File: src/rtl/cdma_req_mux.sv
// Multi-channel DMA request front end: round-robin arbitration, chunk splitting
// and in-order completion routing back to the issuing channel.
module cdma_req_mux #(
  parameter int N_CHAN        = 4,
  parameter int ADDR_BITS     = 64,
  parameter int LEN_BITS      = 28,
  parameter int MAX_CHUNK     = 2**20,
  parameter int N_OUTSTANDING = 8
) (
  input  logic                          aclk,
  input  logic                          areset,
  input  logic [N_CHAN-1:0]             s_req_valid,
  output logic [N_CHAN-1:0]             s_req_ready,
  input  logic [N_CHAN*ADDR_BITS-1:0]   s_req_addr,
  input  logic [N_CHAN*LEN_BITS-1:0]    s_req_len,
  input  logic [N_CHAN-1:0]             s_req_last,
  output logic [N_CHAN-1:0]             s_done,
  output logic                          m_req_valid,
  input  logic                          m_req_ready,
  output logic [ADDR_BITS-1:0]          m_req_addr,
  output logic [LEN_BITS-1:0]           m_req_len,
  output logic                          m_req_last,
  input  logic                          m_done,
  output logic                          err_underflow
);

  localparam int CW = (N_CHAN > 1) ? $clog2(N_CHAN) : 1;
  localparam int PW = (N_OUTSTANDING > 1) ? $clog2(N_OUTSTANDING) : 1;
  localparam int OW = $clog2(N_OUTSTANDING + 1);
  localparam int WW = LEN_BITS + 32;
  // Chunk limit held wider than the length field so any MAX_CHUNK compares safely.
  localparam logic [WW-1:0] MAX_W = WW'(MAX_CHUNK);

  localparam logic [0:0] S_IDLE  = 1'b0;
  localparam logic [0:0] S_ISSUE = 1'b1;

  logic [0:0]           state;
  logic [CW-1:0]        rr_ptr;
  logic [ADDR_BITS-1:0] cur_addr;
  logic [LEN_BITS-1:0]  rem;
  logic                 cur_last;
  logic [CW-1:0]        cur_ch;

  logic                 grant_found;
  logic [CW-1:0]        grant_ch;
  logic [CW:0]          cand;
  logic                 accept;
  logic                 is_final;
  logic [LEN_BITS-1:0]  chunk_len;
  logic                 push;
  logic                 pop;

  logic [CW:0]          fifo_mem [N_OUTSTANDING];
  logic [PW-1:0]        wr_ptr;
  logic [PW-1:0]        rd_ptr;
  logic [OW-1:0]        count;
  logic                 fifo_full;
  logic                 fifo_empty;
  logic [CW:0]          head;

  function automatic logic [PW-1:0] next_ptr(input logic [PW-1:0] p);
    return (p == PW'(N_OUTSTANDING - 1)) ? '0 : p + 1'b1;
  endfunction

  // Round-robin search starting one past the last served channel.
  always_comb begin
    // NOTE: every always_comb output gets a default before any branch so no latch is inferred.
    grant_found = 1'b0;
    grant_ch    = '0;
    cand        = '0;
    for (int i = 1; i <= N_CHAN; i++) begin
      cand = {1'b0, rr_ptr} + (CW+1)'(i);
      if (cand >= (CW+1)'(N_CHAN)) cand = cand - (CW+1)'(N_CHAN);
      if (!grant_found && s_req_valid[cand[CW-1:0]]) begin
        grant_found = 1'b1;
        grant_ch    = cand[CW-1:0];
      end
    end
  end

  assign accept = (state == S_IDLE) && grant_found;

  always_comb begin
    s_req_ready = '0;
    if (accept && !areset) s_req_ready[grant_ch] = 1'b1;
  end

  assign is_final   = ({32'b0, rem} <= MAX_W);
  assign chunk_len  = is_final ? rem : MAX_W[LEN_BITS-1:0];

  assign fifo_full  = (count == OW'(N_OUTSTANDING));
  assign fifo_empty = (count == '0);

  assign m_req_valid = (state == S_ISSUE) && !fifo_full;
  assign m_req_addr  = cur_addr;
  assign m_req_len   = chunk_len;
  assign m_req_last  = 1'b1;

  assign push = m_req_valid && m_req_ready;
  assign pop  = m_done && !fifo_empty;
  assign head = fifo_mem[rd_ptr];

  always_ff @(posedge aclk or posedge areset) begin
    // NOTE: sequential state uses non-blocking assignments so every register samples pre-edge values.
    if (areset) begin
      state    <= S_IDLE;
      rr_ptr   <= CW'(N_CHAN - 1);
      cur_addr <= '0;
      rem      <= '0;
      cur_last <= 1'b0;
      cur_ch   <= '0;
    end else begin
      case (state)
        S_IDLE: begin
          if (accept) begin
            cur_addr <= s_req_addr[grant_ch*ADDR_BITS +: ADDR_BITS];
            rem      <= s_req_len[grant_ch*LEN_BITS +: LEN_BITS];
            cur_last <= s_req_last[grant_ch];
            cur_ch   <= grant_ch;
            state    <= S_ISSUE;
          end
        end
        default: begin
          if (push) begin
            if (is_final) begin
              rr_ptr <= cur_ch;
              state  <= S_IDLE;
            end else begin
              cur_addr <= cur_addr + ADDR_BITS'(chunk_len);
              rem      <= rem - chunk_len;
            end
          end
        end
      endcase
    end
  end

  // NOTE: the tracking storage carries no reset; only pointers and occupancy define validity.
  always_ff @(posedge aclk) begin
    if (push) fifo_mem[wr_ptr] <= {cur_ch, is_final && cur_last};
  end

  always_ff @(posedge aclk or posedge areset) begin
    if (areset) begin
      wr_ptr        <= '0;
      rd_ptr        <= '0;
      count         <= '0;
      s_done        <= '0;
      err_underflow <= 1'b0;
    end else begin
      if (push) wr_ptr <= next_ptr(wr_ptr);
      if (pop)  rd_ptr <= next_ptr(rd_ptr);
      case ({push, pop})
        2'b10:   count <= count + 1'b1;
        2'b01:   count <= count - 1'b1;
        default: count <= count;
      endcase
      // Only final chunks of last=1 requests carry a set flag.
      s_done <= '0;
      if (pop && head[0]) s_done[head[CW:1]] <= 1'b1;
      if (m_done && fifo_empty) err_underflow <= 1'b1;
    end
  end

endmodule
File: config.mk
export PLATFORM = sky130hd
export DESIGN_NAME = cdma_req_mux
export DESIGN_NICKNAME = d
export VERILOG_FILES = /design/src/rtl/cdma_req_mux.sv
export SDC_FILE = /design/constraint.sdc
export NUM_CORES = 1
export LEC_CHECK = 0
export CAP_MARGIN = 20
export CELL_PAD_IN_SITES_DETAIL_PLACEMENT = 0
export CELL_PAD_IN_SITES_GLOBAL_PLACEMENT = 1
export CORE_AREA = 2 2 222 224
export CTS_CLUSTER_DIAMETER = 150
export DETAILED_ROUTE_END_ITERATION = 12
export DIE_AREA = 0 0 224 226
export PLACE_DENSITY_LB_ADDON = 0.1
export RECOVER_POWER = 50
export SETUP_SLACK_MARGIN = 0.05
export SKIP_CTS_REPAIR_TIMING = 1
export SLEW_MARGIN = 15
export SYNTH_ARGS = -nofsm -noshare
export SYNTH_HDL_FRONTEND = slang
export SYNTH_SLANG_ARGS = --single-unit
File: constraint.sdc
create_clock -name aclk -period 7.8 [get_ports aclk]
set_clock_uncertainty 0.2 [all_clocks]
set_input_delay 2.34 -clock aclk [delete_from_list [all_inputs] [get_ports aclk]]
set_output_delay 2.34 -clock aclk [all_outputs]
set_load 0.02 [all_outputs]
==> results of run 1 <==
layer usage:
| metal | track usage | share of wire |
|---|---|---|
| met5 | 0 | 0 |
| met4 | 0.03656 | 0.010 |
| met3 | 0.04007 | 0.053 |
| met2 | 0.3929 | 0.47 |
| met1 | 0.3233 | 0.46 |
stage by stage:
step | util | setup slack (ns) | cell area, um2
detailed placement | 0.3559 | 0.3144 | 17210
CTS | 0.3679 | 0.2806 | 17780
global placement | 0.3558 | 0.2969 | 17200
global route | 0.3678 | 0.2293 | 17780
finish | 0.3678 | 0.3137 | 17780
floorplan | - | 0.9783 | 12020
final cells by class:
| type | count | area (um2) |
|---|---|---|
| Fill cell | 5073 | 30560 |
| Multi-Input combinational cell | 1357 | 7829 |
| Timing Repair Buffer | 499 | 4938 |
| Sequential cell | 137 | 3555 |
| Tap cell | 622 | 778.2 |
| Clock buffer | 17 | 425.4 |
| Clock inverter | 15 | 152.6 |
| Inverter | 27 | 102.6 |
power groups by stage:
stage	Clock [uW]	Sequential, uW	Combinational, uW
6_report	847	1350	2500
5_1_grt	897	1380	2760
4_1_cts	872	1350	2520
3_5_place_dp	0	1360	2510
3_3_place_gp	0	1350	2490
2_1_floorplan	0	1330	1490
critical path: stages:
cell	delay (ns)
sky130_fd_sc_hd__clkdlybuf4s50_1	0.50
sky130_fd_sc_hd__nor2b_1	0.23
sky130_fd_sc_hd__a21o_1	0.22
sky130_fd_sc_hd__a211o_4	0.36
sky130_fd_sc_hd__nor4_1	0.55
sky130_fd_sc_hd__clkdlybuf4s50_1	0.73
path summary, 6_finish.rpt:
check / cells after the start / to / slack (ns)
setup / recovery: 6 / s_req_ready[2] / 0.31
hold / removal: 1 / err_underflow / 0.27
setup reg to reg: 13 / m_req_addr[27] / 2.11
hold reg to reg: 1 / err_underflow / 0.27
max in group asynchronous: 3 / m_req_addr[39] / 1.27
min in group asynchronous: 2 / state / 2.43
cells in the final DEF, fill, tap and decap left out, types with 20 or more instances in the layout:
cell type and instances:
sky130_fd_sc_hd__nand2_1 469, sky130_fd_sc_hd__clkdlybuf4s50_1 451, sky130_fd_sc_hd__nand3_1 112, sky130_fd_sc_hd__dfrtp_1 110
sky130_fd_sc_hd__a21oi_1 101, sky130_fd_sc_hd__and3_1 91, sky130_fd_sc_hd__nor2_1 74, sky130_fd_sc_hd__o21ai_0 66
sky130_fd_sc_hd__a311oi_1 43, sky130_fd_sc_hd__a31oi_1 36, sky130_fd_sc_hd__ha_1 36, sky130_fd_sc_hd__nor3_1 28
sky130_fd_sc_hd__inv_1 26, sky130_fd_sc_hd__edfxtp_1 24, sky130_fd_sc_hd__dlygate4sd3_1 23, sky130_fd_sc_hd__buf_4 20
sequential cells by signal (all words and copies together), names as in the netlist:
signal,flops
rr_ptr,2
s_done,4
m_req_addr,64
cur_last,1
cur_ch,2
wr_ptr,3
fifo_mem,24
err_underflow,1
rem,28
state,1
rd_ptr,3
count,4
kinds of logic (layout without fill, tap and decap cells):
group                    after synthesis  count (layout)
AND/OR/NAND/NOR                      862             862
XOR/XNOR                              29              29
flip-flops                           137             137
AO/OA/AOI/OAI                        386             386
other                                  2              16
adder cells (fa/ha/maj)               38              38
multiplexers                          26              26
buffers and inverters                156             558
==> results.py, run 1 <==
metrics = {
    "status": {
        "outcome": "complete, but fails checks",
        "violations": "max-capacitance violations, max-slew violations",
    },
    "sta": {
        "finalSetupTns_ns": 0,
        "hold-worst-slack_ns": 0.2697,
        "number_of_pins_exceeding_their_max_slew_limit_in_the_final_report": 100,
        "maximum_frequency_from_static_timing_analysis_mhz": 133.6,
        "slew-limit-headroom": -1.286,
        "report.final.setup_viol": 0,
        "post-route-min-period_ns": 7.486,
        "rsz0062_at_grt": "false",
        "post_route_clock_period_utilization": 0.9598,
        "timing_hold_violations_final": 0,
        "max_slew.worst_pin.slew_ns": 3.429,
    },
    "clock_tree": {
        "clk_latency_ns": 0.45,
        "root_buffer": "sky130_fd_sc_hd__clkbuf_16",
        "cts-htree-levels": 4,
        "ctsLongestPathBuffers": 2,
        "path_clk_slew_ns": 0.07,
        "total_cts_buffers": 17,
        "tritoncts_clock_tree": "done",
        "clkSinkCount": 137,
    },
    "critical_path": {
        "timing_worst_setup_path_type": "primary input to output port",
        "cp-end-kind": "output port",
        "crit_required_ns": 5.26,
        "timing.critical_path.fanout_max": 5,
        "worst_r2r_startpoint": "rem[2]",
        "timing.critical_path.arrival_ns": 4.95,
        "setup.worst_path.start": "s_req_valid[3]",
        "timing.critical_path.from_type": "primary input",
    },
    "logic_synthesis": {
        "synth_top_family_by_area": "simple AND/OR/NAND/NOR gates",
        "post_synthesis_instance_total": 1636,
        "synth-compound-area-share": 0.2238,
        "netlist.area_leader.share": 0.2320,
        "post_synthesis_cell_area_mm2": 0.01197,
        "synth-seq-area-share": 0.2966,
        "adder_and_majority_cell_fraction_of_the_synthesized_area": 0.04097,
        "ys_ff_latch": 137,
        "yosysWarningCount": 0,
        "synth_async_reset_ratio": 0.8248,
        "synth.top_cells.by_area": "sky130_fd_sc_hd__dfrtp_1 23%, sky130_fd_sc_hd__nand2_1 15%, sky130_fd_sc_hd__edfxtp_1 6.0%",
        "xor_and_xnor_area_share_after_synthesis": 0.02122,
        "yosys-mux-area-fraction": 0.02833,
        "post_synth_and_or_nand_nor_area_fraction": 0.3302,
        "post-synth-top-area-cell": "sky130_fd_sc_hd__dfrtp_1",
        "synth.most_common_cell": "sky130_fd_sc_hd__nand2_1",
        "synth_edf_count": 24,
        "netlist-cell-type-count": 94,
        "netlist_top_cells_count": "470 x sky130_fd_sc_hd__nand2_1, 112 x sky130_fd_sc_hd__nand3_1, 111 x sky130_fd_sc_hd__dfrtp_1",
        "synth_top_flop_cell": "sky130_fd_sc_hd__dfrtp_1",
        "syn_area_per_cell_um2": 7.317,
    },
    "worst_hold_path": {
        "hold_path_startpoint": "err_underflow",
        "min-delay-path-class": "register to register",
    },
    "route": {
        "via_count": 13921,
        "drt_pass1_iterations": 5,
        "post_drt_via_cell_ratio": 5.206,
        "drt_iter0_drc": 911,
        "detail_route.drc_violations": 0,
        "detail_route.wirelength_um": 60970,
        "postRouteAntennaNets": 0,
        "wl_per_cell_um": 22.80,
    },
    "placed_design": {
        "io_buffers": 474,
        "detailed_place_hpwl_um": 46160,
        "placed_cells": 2641,
        "place_congestion": 0.8737,
    },
    "global_routing": {
        "via_count_of_the_first_global_routing_pass": 13722,
        "wire_length_of_the_first_global_routing_pass_um": 89690,
        "gr-usage-all-layers": 0.2353,
        "gr-total-overflow": 0,
        "antenna_found_initial": 5,
        "grt_start_max_net_pins": 178,
    },
    "power": {
        "p_sw_frac": 0.4756,
        "share_comb_of_total_power": 0.532,
        "power.share.clock": 0.180,
        "design_power_total_uw": 4691,
        "ir_worst_vdd_mv": 0.1589,
        "power.share.sequential": 0.287,
        "power.density_mw_per_mm2": 263.8,
        "power.internal_uw": 2460,
        "power.net_switching_uw": 2231,
        "power.leakage_uw": 0.007379,
    },
    "die": {
        "design.die.area_mm2": 0.05062,
        "die-width_um": 224,
        "die-height_um": 226,
        "row_count": 81,
        "initial_standard_cell_utilization_of_the_core": 0.2476,
        "boundaryPins": 483,
        "placeableCoreArea_mm2": 0.04834,
    },
    "job": {
        "max_cap_viols": 2,
    },
    "final_layout": {
        "n_antenna_cell": 0,
        "drive_gt1_frac": 0.04971,
        "layoutNonFillerInstCount": 2674,
        "area_growth_pct": 48.54,
        "nets": 2457,
    },
}
Note: power is estimated with default switching activity, not from simulation.
==> run 2: changes to the inputs <==
--- a/config.mk
+++ b/config.mk
@@ -6,13 +6,10 @@
 export NUM_CORES = 1
 export LEC_CHECK = 0
 export CAP_MARGIN = 20
-export CELL_PAD_IN_SITES_DETAIL_PLACEMENT = 0
-export CELL_PAD_IN_SITES_GLOBAL_PLACEMENT = 1
-export CORE_AREA = 2 2 222 224
+export CORE_AREA = 2 2 286 175
 export CTS_CLUSTER_DIAMETER = 150
 export DETAILED_ROUTE_END_ITERATION = 12
-export DIE_AREA = 0 0 224 226
-export PLACE_DENSITY_LB_ADDON = 0.1
+export DIE_AREA = 0 0 288 177
 export RECOVER_POWER = 50
 export SETUP_SLACK_MARGIN = 0.05
 export SKIP_CTS_REPAIR_TIMING = 1
==> run 2 against run 1 <==
Worst setup slack gained 0.34 ns. Cell count increased by 1.0%. Global-route usage down 1.8 points. Sequential share of layout area fell by 0.076 points. Clock-buffer cell count rose by 1. The run still ends with max-capacitance violations, max-slew violations left.
==> results.py, run 2 (same netlist as run 1, synthesis figures left out) <==
metrics = {
    "worst_hold_path": {
        "min_path_cells": 1,
        "min-delay-path-class": "register to register",
        "hold_path_startpoint": "err_underflow",
        "hold_path_end": "err_underflow",
    },
    "power": {
        "ir_worst_vdd_mv": 0.1492,
        "p_sw_frac": 0.4757,
        "design_power_total_uw": 4654,
        "power.leakage_uw": 0.007407,
        "share_comb_of_total_power": 0.532,
        "power.density_mw_per_mm2": 260.8,
        "power.share.clock": 0.185,
        "power.share.sequential": 0.284,
        "power.internal_uw": 2440,
        "power.net_switching_uw": 2214,
    },
    "final_layout": {
        "layout.cells.most_common": "sky130_fd_sc_hd__nand2_1",
        "most-common-layout-cells": "469 x sky130_fd_sc_hd__nand2_1, 409 x sky130_fd_sc_hd__clkdlybuf4s50_1, 112 x sky130_fd_sc_hd__nand3_1",
        "n_antenna_cell": 0,
        "nets": 2457,
        "drive_gt1_frac": 0.05068,
        "largest_reg_flops": 64,
        "area_growth_pct": 49.11,
    },
    "critical_path": {
        "timing.critical_path.from_type": "primary input",
        "timing_worst_setup_path_type": "primary input to output port",
        "timing.critical_path.fanout_max": 5,
        "worst_r2r_startpoint": "rem[2]",
        "cp-end-kind": "output port",
        "timing.critical_path.arrival_ns": 4.61,
        "crit_required_ns": 5.26,
        "critical_path.reg2reg.endpoint": "m_req_addr[47]",
        "setup.reg_to_reg.worst_slack_ns": 2.00,
        "worst-r2r-cell-count": 13,
    },
    "placed_design": {
        "detailed_place_hpwl_um": 44800,
        "place_congestion": 0.9199,
        "io_buffers": 474,
    },
    "sta": {
        "finalSetupTns_ns": 0,
        "timing_hold_violations_final": 0,
        "post-route-min-period_ns": 7.145,
        "slew-limit-headroom": -1.175,
        "rsz0062_at_grt": "false",
        "maximum_frequency_from_static_timing_analysis_mhz": 140.0,
        "post_route_clock_period_utilization": 0.9161,
        "number_of_pins_exceeding_their_max_slew_limit_in_the_final_report": 109,
        "max_slew.worst_pin.slew_ns": 3.244,
        "report.final.setup_viol": 0,
    },
    "global_routing": {
        "wire_length_of_the_first_global_routing_pass_um": 83710,
        "via_count_of_the_first_global_routing_pass": 13410,
        "gr-total-overflow": 0,
        "antenna_found_initial": 1,
        "grt_start_max_net_pins": 85,
        "gr-usage-all-layers": 0.2177,
    },
    "die": {
        "design.die.area_mm2": 0.05098,
        "initial_standard_cell_utilization_of_the_core": 0.2465,
        "die-width_um": 288,
        "boundaryPins": 483,
        "row_count": 63,
        "placeableCoreArea_mm2": 0.04856,
        "die-height_um": 177,
    },
    "status": {
        "outcome": "complete, but fails checks",
        "violations": "max-capacitance violations, max-slew violations",
    },
    "route": {
        "postRouteAntennaNets": 0,
        "post_drt_via_cell_ratio": 5.232,
        "detail_route.wirelength_um": 57310,
        "drt_iter0_drc": 1183,
        "detail_route.drc_violations": 0,
        "via_count": 14137,
        "drt_pass1_iterations": 8,
        "wl_per_cell_um": 21.21,
    },
    "clock_tree": {
        "clkSinkCount": 137,
        "clk_latency_ns": 0.45,
        "ctsLongestPathBuffers": 2,
        "path_clk_slew_ns": 0.07,
        "tritoncts_clock_tree": "done",
        "total_cts_buffers": 17,
        "root_buffer": "sky130_fd_sc_hd__clkbuf_16",
        "cts-htree-levels": 4,
    },
    "job": {
        "max_cap_viols": 2,
    },
}
## run 2: power groups by stage
stage                     Combinational [uW]  Clock (uW)  Sequential (uW)
after floorplan                         1490           0             1330
after global placement                  2450           0             1320
after detailed placement                2490           0             1330
after CTS                               2500         878             1320
after global routing                    2720         912             1360
final                                   2470         860             1320
## run 2: through the flow
step | hold WS, ns | worst slack (ns) | utilization | instances | area, um2
after floorplan | 0.2377 | 0.9783 | - | 1650 | 12020
after CTS | 0.2883 | 0.6886 | 0.3679 | 2702 | 17860
after detailed placement | 0.2714 | 0.6980 | 0.3550 | 2670 | 17240
final | 0.2830 | 0.6548 | 0.3676 | 2702 | 17850
after global routing | 0.3060 | 0.5368 | 0.3676 | 2702 | 17850
after global placement | 0.2794 | 0.6939 | 0.3550 | 2670 | 17240
## run 2: worst max path at each step
stage | start | to | slack [ns]
3_5_place_dp | s_req_valid[3] | s_req_ready[0] | 0.70
6_report | s_req_valid[3] | s_req_ready[2] | 0.65
4_1_cts | s_req_valid[3] | s_req_ready[0] | 0.69
3_3_place_gp | s_req_valid[3] | s_req_ready[0] | 0.69
2_1_floorplan | s_req_valid[3] | s_req_ready[0] | 0.98
5_1_grt | s_req_valid[3] | s_req_ready[0] | 0.54
## run 2: layer usage
metal	part of all wire	vias to the layer above	track usage	routed length, um
met4	0.018	0	0.04944	1024
met5	0	-	0	0
met1	0.46	6865	0.3090	26530
li1	-	6691	-	-
met3	0.074	55	0.05142	4232
met2	0.45	526	0.3328	25520
## run 2: worst max-delay path, stage by stage
cell	delay, ns
sky130_fd_sc_hd__clkdlybuf4s50_1	0.46
sky130_fd_sc_hd__nor2b_1	0.21
sky130_fd_sc_hd__a21o_1	0.23
sky130_fd_sc_hd__a211o_4	0.38
sky130_fd_sc_hd__nor4_1	0.30
sky130_fd_sc_hd__clkdlybuf4s50_1	0.68
## run 2: area by class of cell
class	count	area, um2
inverters	27	102.6
multi-input cells	1357	7829
flip-flops and latches	137	3555
fillers	4996	30710
well taps	650	813.3
clock buffers	18	450.4
clock inverters	14	173.9
repair buffers	499	4925
==> run 3: changes to the inputs <==
--- a/config.mk
+++ b/config.mk
@@ -13,7 +13,7 @@
 export RECOVER_POWER = 50
 export SETUP_SLACK_MARGIN = 0.05
 export SKIP_CTS_REPAIR_TIMING = 1
-export SLEW_MARGIN = 15
+export SLEW_MARGIN = 30
 export SYNTH_ARGS = -nofsm -noshare
 export SYNTH_HDL_FRONTEND = slang
 export SYNTH_SLANG_ARGS = --single-unit
==> run 3 against run 2 <==
Register-to-register slack lost 0.03 ns. Power grew 0.29%. The run still ends with max-capacitance violations, max-slew violations left. Largest cell class unchanged. Critical path type unchanged. Highest routed layer unchanged. Sequential power barely moved. Largest power group unchanged. Clock-buffer cell count did not move. Critical endpoint unchanged. Non-clock buffer count is the same. Critical path depth unchanged. Final area barely moved. Worst setup slack improved by 0.0064 ns.
==> results.py, run 3 (same netlist as run 1, synthesis figures left out) <==
metrics = {
    "status": {
        "outcome": "complete, but fails checks",
        "violations": "max-capacitance violations, max-slew violations",
    },
    "critical_path": {
        "worst_r2r_startpoint": "rem[2]",
        "timing.critical_path.slowest_stage_cell": "sky130_fd_sc_hd__clkdlybuf4s50_1",
        "timing.critical_path.slowest_cell_delay_ns": 0.68,
        "crit_path_cell_chain": "clkdlybuf4s50_1, nor2b_1, a21o_1, a211o_4, nor4_1, clkdlybuf4s50_1",
        "top_cell_by_count_worst_path": "sky130_fd_sc_hd__clkdlybuf4s50_1",
        "timing.critical_path.arrival_ns": 4.60,
        "worst-r2r-cell-count": 13,
        "cp-end-kind": "output port",
        "setup.reg_to_reg.worst_slack_ns": 1.97,
        "setup.worst_path.start": "s_req_valid[3]",
        "crit_required_ns": 5.26,
        "critical_path.reg2reg.endpoint": "m_req_addr[47]",
        "timing.critical_path.from_type": "primary input",
        "timing.critical_path.fanout_max": 5,
        "timing_worst_setup_path_type": "primary input to output port",
    },
    "sta": {
        "post_route_clock_period_utilization": 0.9152,
        "post-route-min-period_ns": 7.139,
        "max_slew.worst_pin.slew_ns": 3.208,
        "finalSetupTns_ns": 0,
        "number_of_pins_exceeding_their_max_slew_limit_in_the_final_report": 64,
        "report.final.setup_viol": 0,
        "maximum_frequency_from_static_timing_analysis_mhz": 140.1,
        "postLayoutSetupSlackWorst_ns": 0.6611,
        "hold-worst-slack_ns": 0.2829,
        "timing_hold_violations_final": 0,
        "slew-limit-headroom": -1.150,
        "rsz0062_at_grt": "false",
    },
    "power": {
        "p_sw_frac": 0.4738,
        "ir_worst_vdd_mv": 0.1493,
        "power.internal_uw": 2456,
        "power.density_mw_per_mm2": 261.5,
        "power.leakage_uw": 0.007402,
        "power.share.sequential": 0.283,
        "power.share.clock": 0.184,
        "share_comb_of_total_power": 0.533,
        "power.net_switching_uw": 2212,
    },
    "clock_tree": {
        "ctsLongestPathBuffers": 2,
        "tritoncts_clock_tree": "done",
        "cts-htree-levels": 4,
        "clkSinkCount": 137,
        "root_buffer": "sky130_fd_sc_hd__clkbuf_16",
        "total_cts_buffers": 17,
        "path_clk_slew_ns": 0.07,
        "clk_latency_ns": 0.45,
    },
    "final_layout": {
        "post_route_cell_area_mm2": 0.01785,
        "area_growth_pct": 49.14,
        "largest_reg_flops": 64,
        "layout.cells.most_common": "sky130_fd_sc_hd__nand2_1",
        "nets": 2457,
        "drive_gt1_frac": 0.05117,
        "most-common-layout-cells": "469 x sky130_fd_sc_hd__nand2_1, 436 x sky130_fd_sc_hd__clkdlybuf4s50_1, 112 x sky130_fd_sc_hd__nand3_1",
        "layoutNonFillerInstCount": 2703,
        "fillers": 4996,
    },
    "placed_design": {
        "placed_cells": 2670,
        "place_congestion": 0.9199,
        "detailed_place_hpwl_um": 44800,
        "io_buffers": 474,
        "placedInstanceArea_mm2": 0.01724,
        "dpl_worst_slack_ns": 0.6980,
    },
    "route": {
        "via_count": 14176,
        "detail_route.drc_violations": 0,
        "drt_pass1_iterations": 5,
        "wl_per_cell_um": 21.23,
        "postRouteAntennaNets": 0,
        "post_drt_via_cell_ratio": 5.245,
        "drt_iter0_drc": 1190,
        "detail_route.wirelength_um": 57380,
    },
    "worst_hold_path": {
        "min-delay-path-class": "register to register",
        "hold_path_startpoint": "err_underflow",
        "hold_path_end": "err_underflow",
        "min_path_cells": 1,
    },
    "job": {
        "max_cap_viols": 1,
    },
    "die": {
        "row_count": 63,
        "die-width_um": 288,
        "initial_standard_cell_utilization_of_the_core": 0.2465,
        "placeableCoreArea_mm2": 0.04856,
        "design.die.area_mm2": 0.05098,
        "die-height_um": 177,
        "boundaryPins": 483,
    },
    "global_routing": {
        "wire_length_of_the_first_global_routing_pass_um": 83710,
        "grt_start_max_net_pins": 85,
        "gr-total-overflow": 0,
        "antenna_found_initial": 1,
        "gr-usage-all-layers": 0.2177,
        "via_count_of_the_first_global_routing_pass": 13410,
    },
}
==> run 3: cell count changes in the layout (fill, tap and decap cells not counted) <==
cell and delta:
sky130_fd_sc_hd__diode_2 +1, sky130_fd_sc_hd__clkdlybuf4s50_1 +27, sky130_fd_sc_hd__clkbuf_2 +1, sky130_fd_sc_hd__clkbuf_1 -1
sky130_fd_sc_hd__dlygate4sd3_1 -27
==> run 3: final cells by class <==
class,instances,area (um2),area share
antenna,1,2.502,0.0001402
clock buffer,18,450.4,0.02523
clock inverter,14,173.9,0.009742
inverter,27,102.6,0.005747
multi-input combinational,1357,7829,0.4385
sequential,137,3555,0.1991
tap,650,813.3,0.04556
timing repair buffer,499,4926,0.2759
==> run 3: stage by stage <==
step | power (uW) | utilization
2_1_floorplan | 2817 | -
3_3_place_gp | 3768 | 0.3550
3_5_place_dp | 3820 | 0.3550
4_1_cts | 4699 | 0.3679
5_1_grt | 5008 | 0.3676
6_report | 4668 | 0.3677
==> run 3: worst max-delay path by stage <==
stage                           to  slack [ns]  cells after the start
floorplan           s_req_ready[0]        0.98                      7
global placement    s_req_ready[0]        0.69                      6
detailed placement  s_req_ready[0]        0.70                      6
CTS                 s_req_ready[0]        0.69                      6
global route        s_req_ready[0]        0.54                      6
finish              s_req_ready[2]        0.66                      6
==> run 3: metal layers <==
layer  GRT usage  part of all wire  vias to the layer above
met5           0                 0                        -
li1            -                 -                     6698
met1      0.3090              0.46                     6853
met3     0.05142             0.076                       53
met4     0.04944             0.017                        0
met2      0.3328              0.44                      572
==> run 3: power by group through the flow <==
stage	Clock (uW)	Combinational [uW]	Sequential [uW]
6_report	859	2490	1320
5_1_grt	912	2730	1360
4_1_cts	878	2500	1320
3_5_place_dp	0	2490	1330
3_3_place_gp	0	2450	1320
2_1_floorplan	0	1490	1330
==> run 3: critical path: cells and delay by family <==
family / cells / cell delay, ns
AOI/OAI and AO/OA: 2 / 0.61
buffers and inverters: 2 / 1.14
and+or+nand+nor: 2 / 0.51
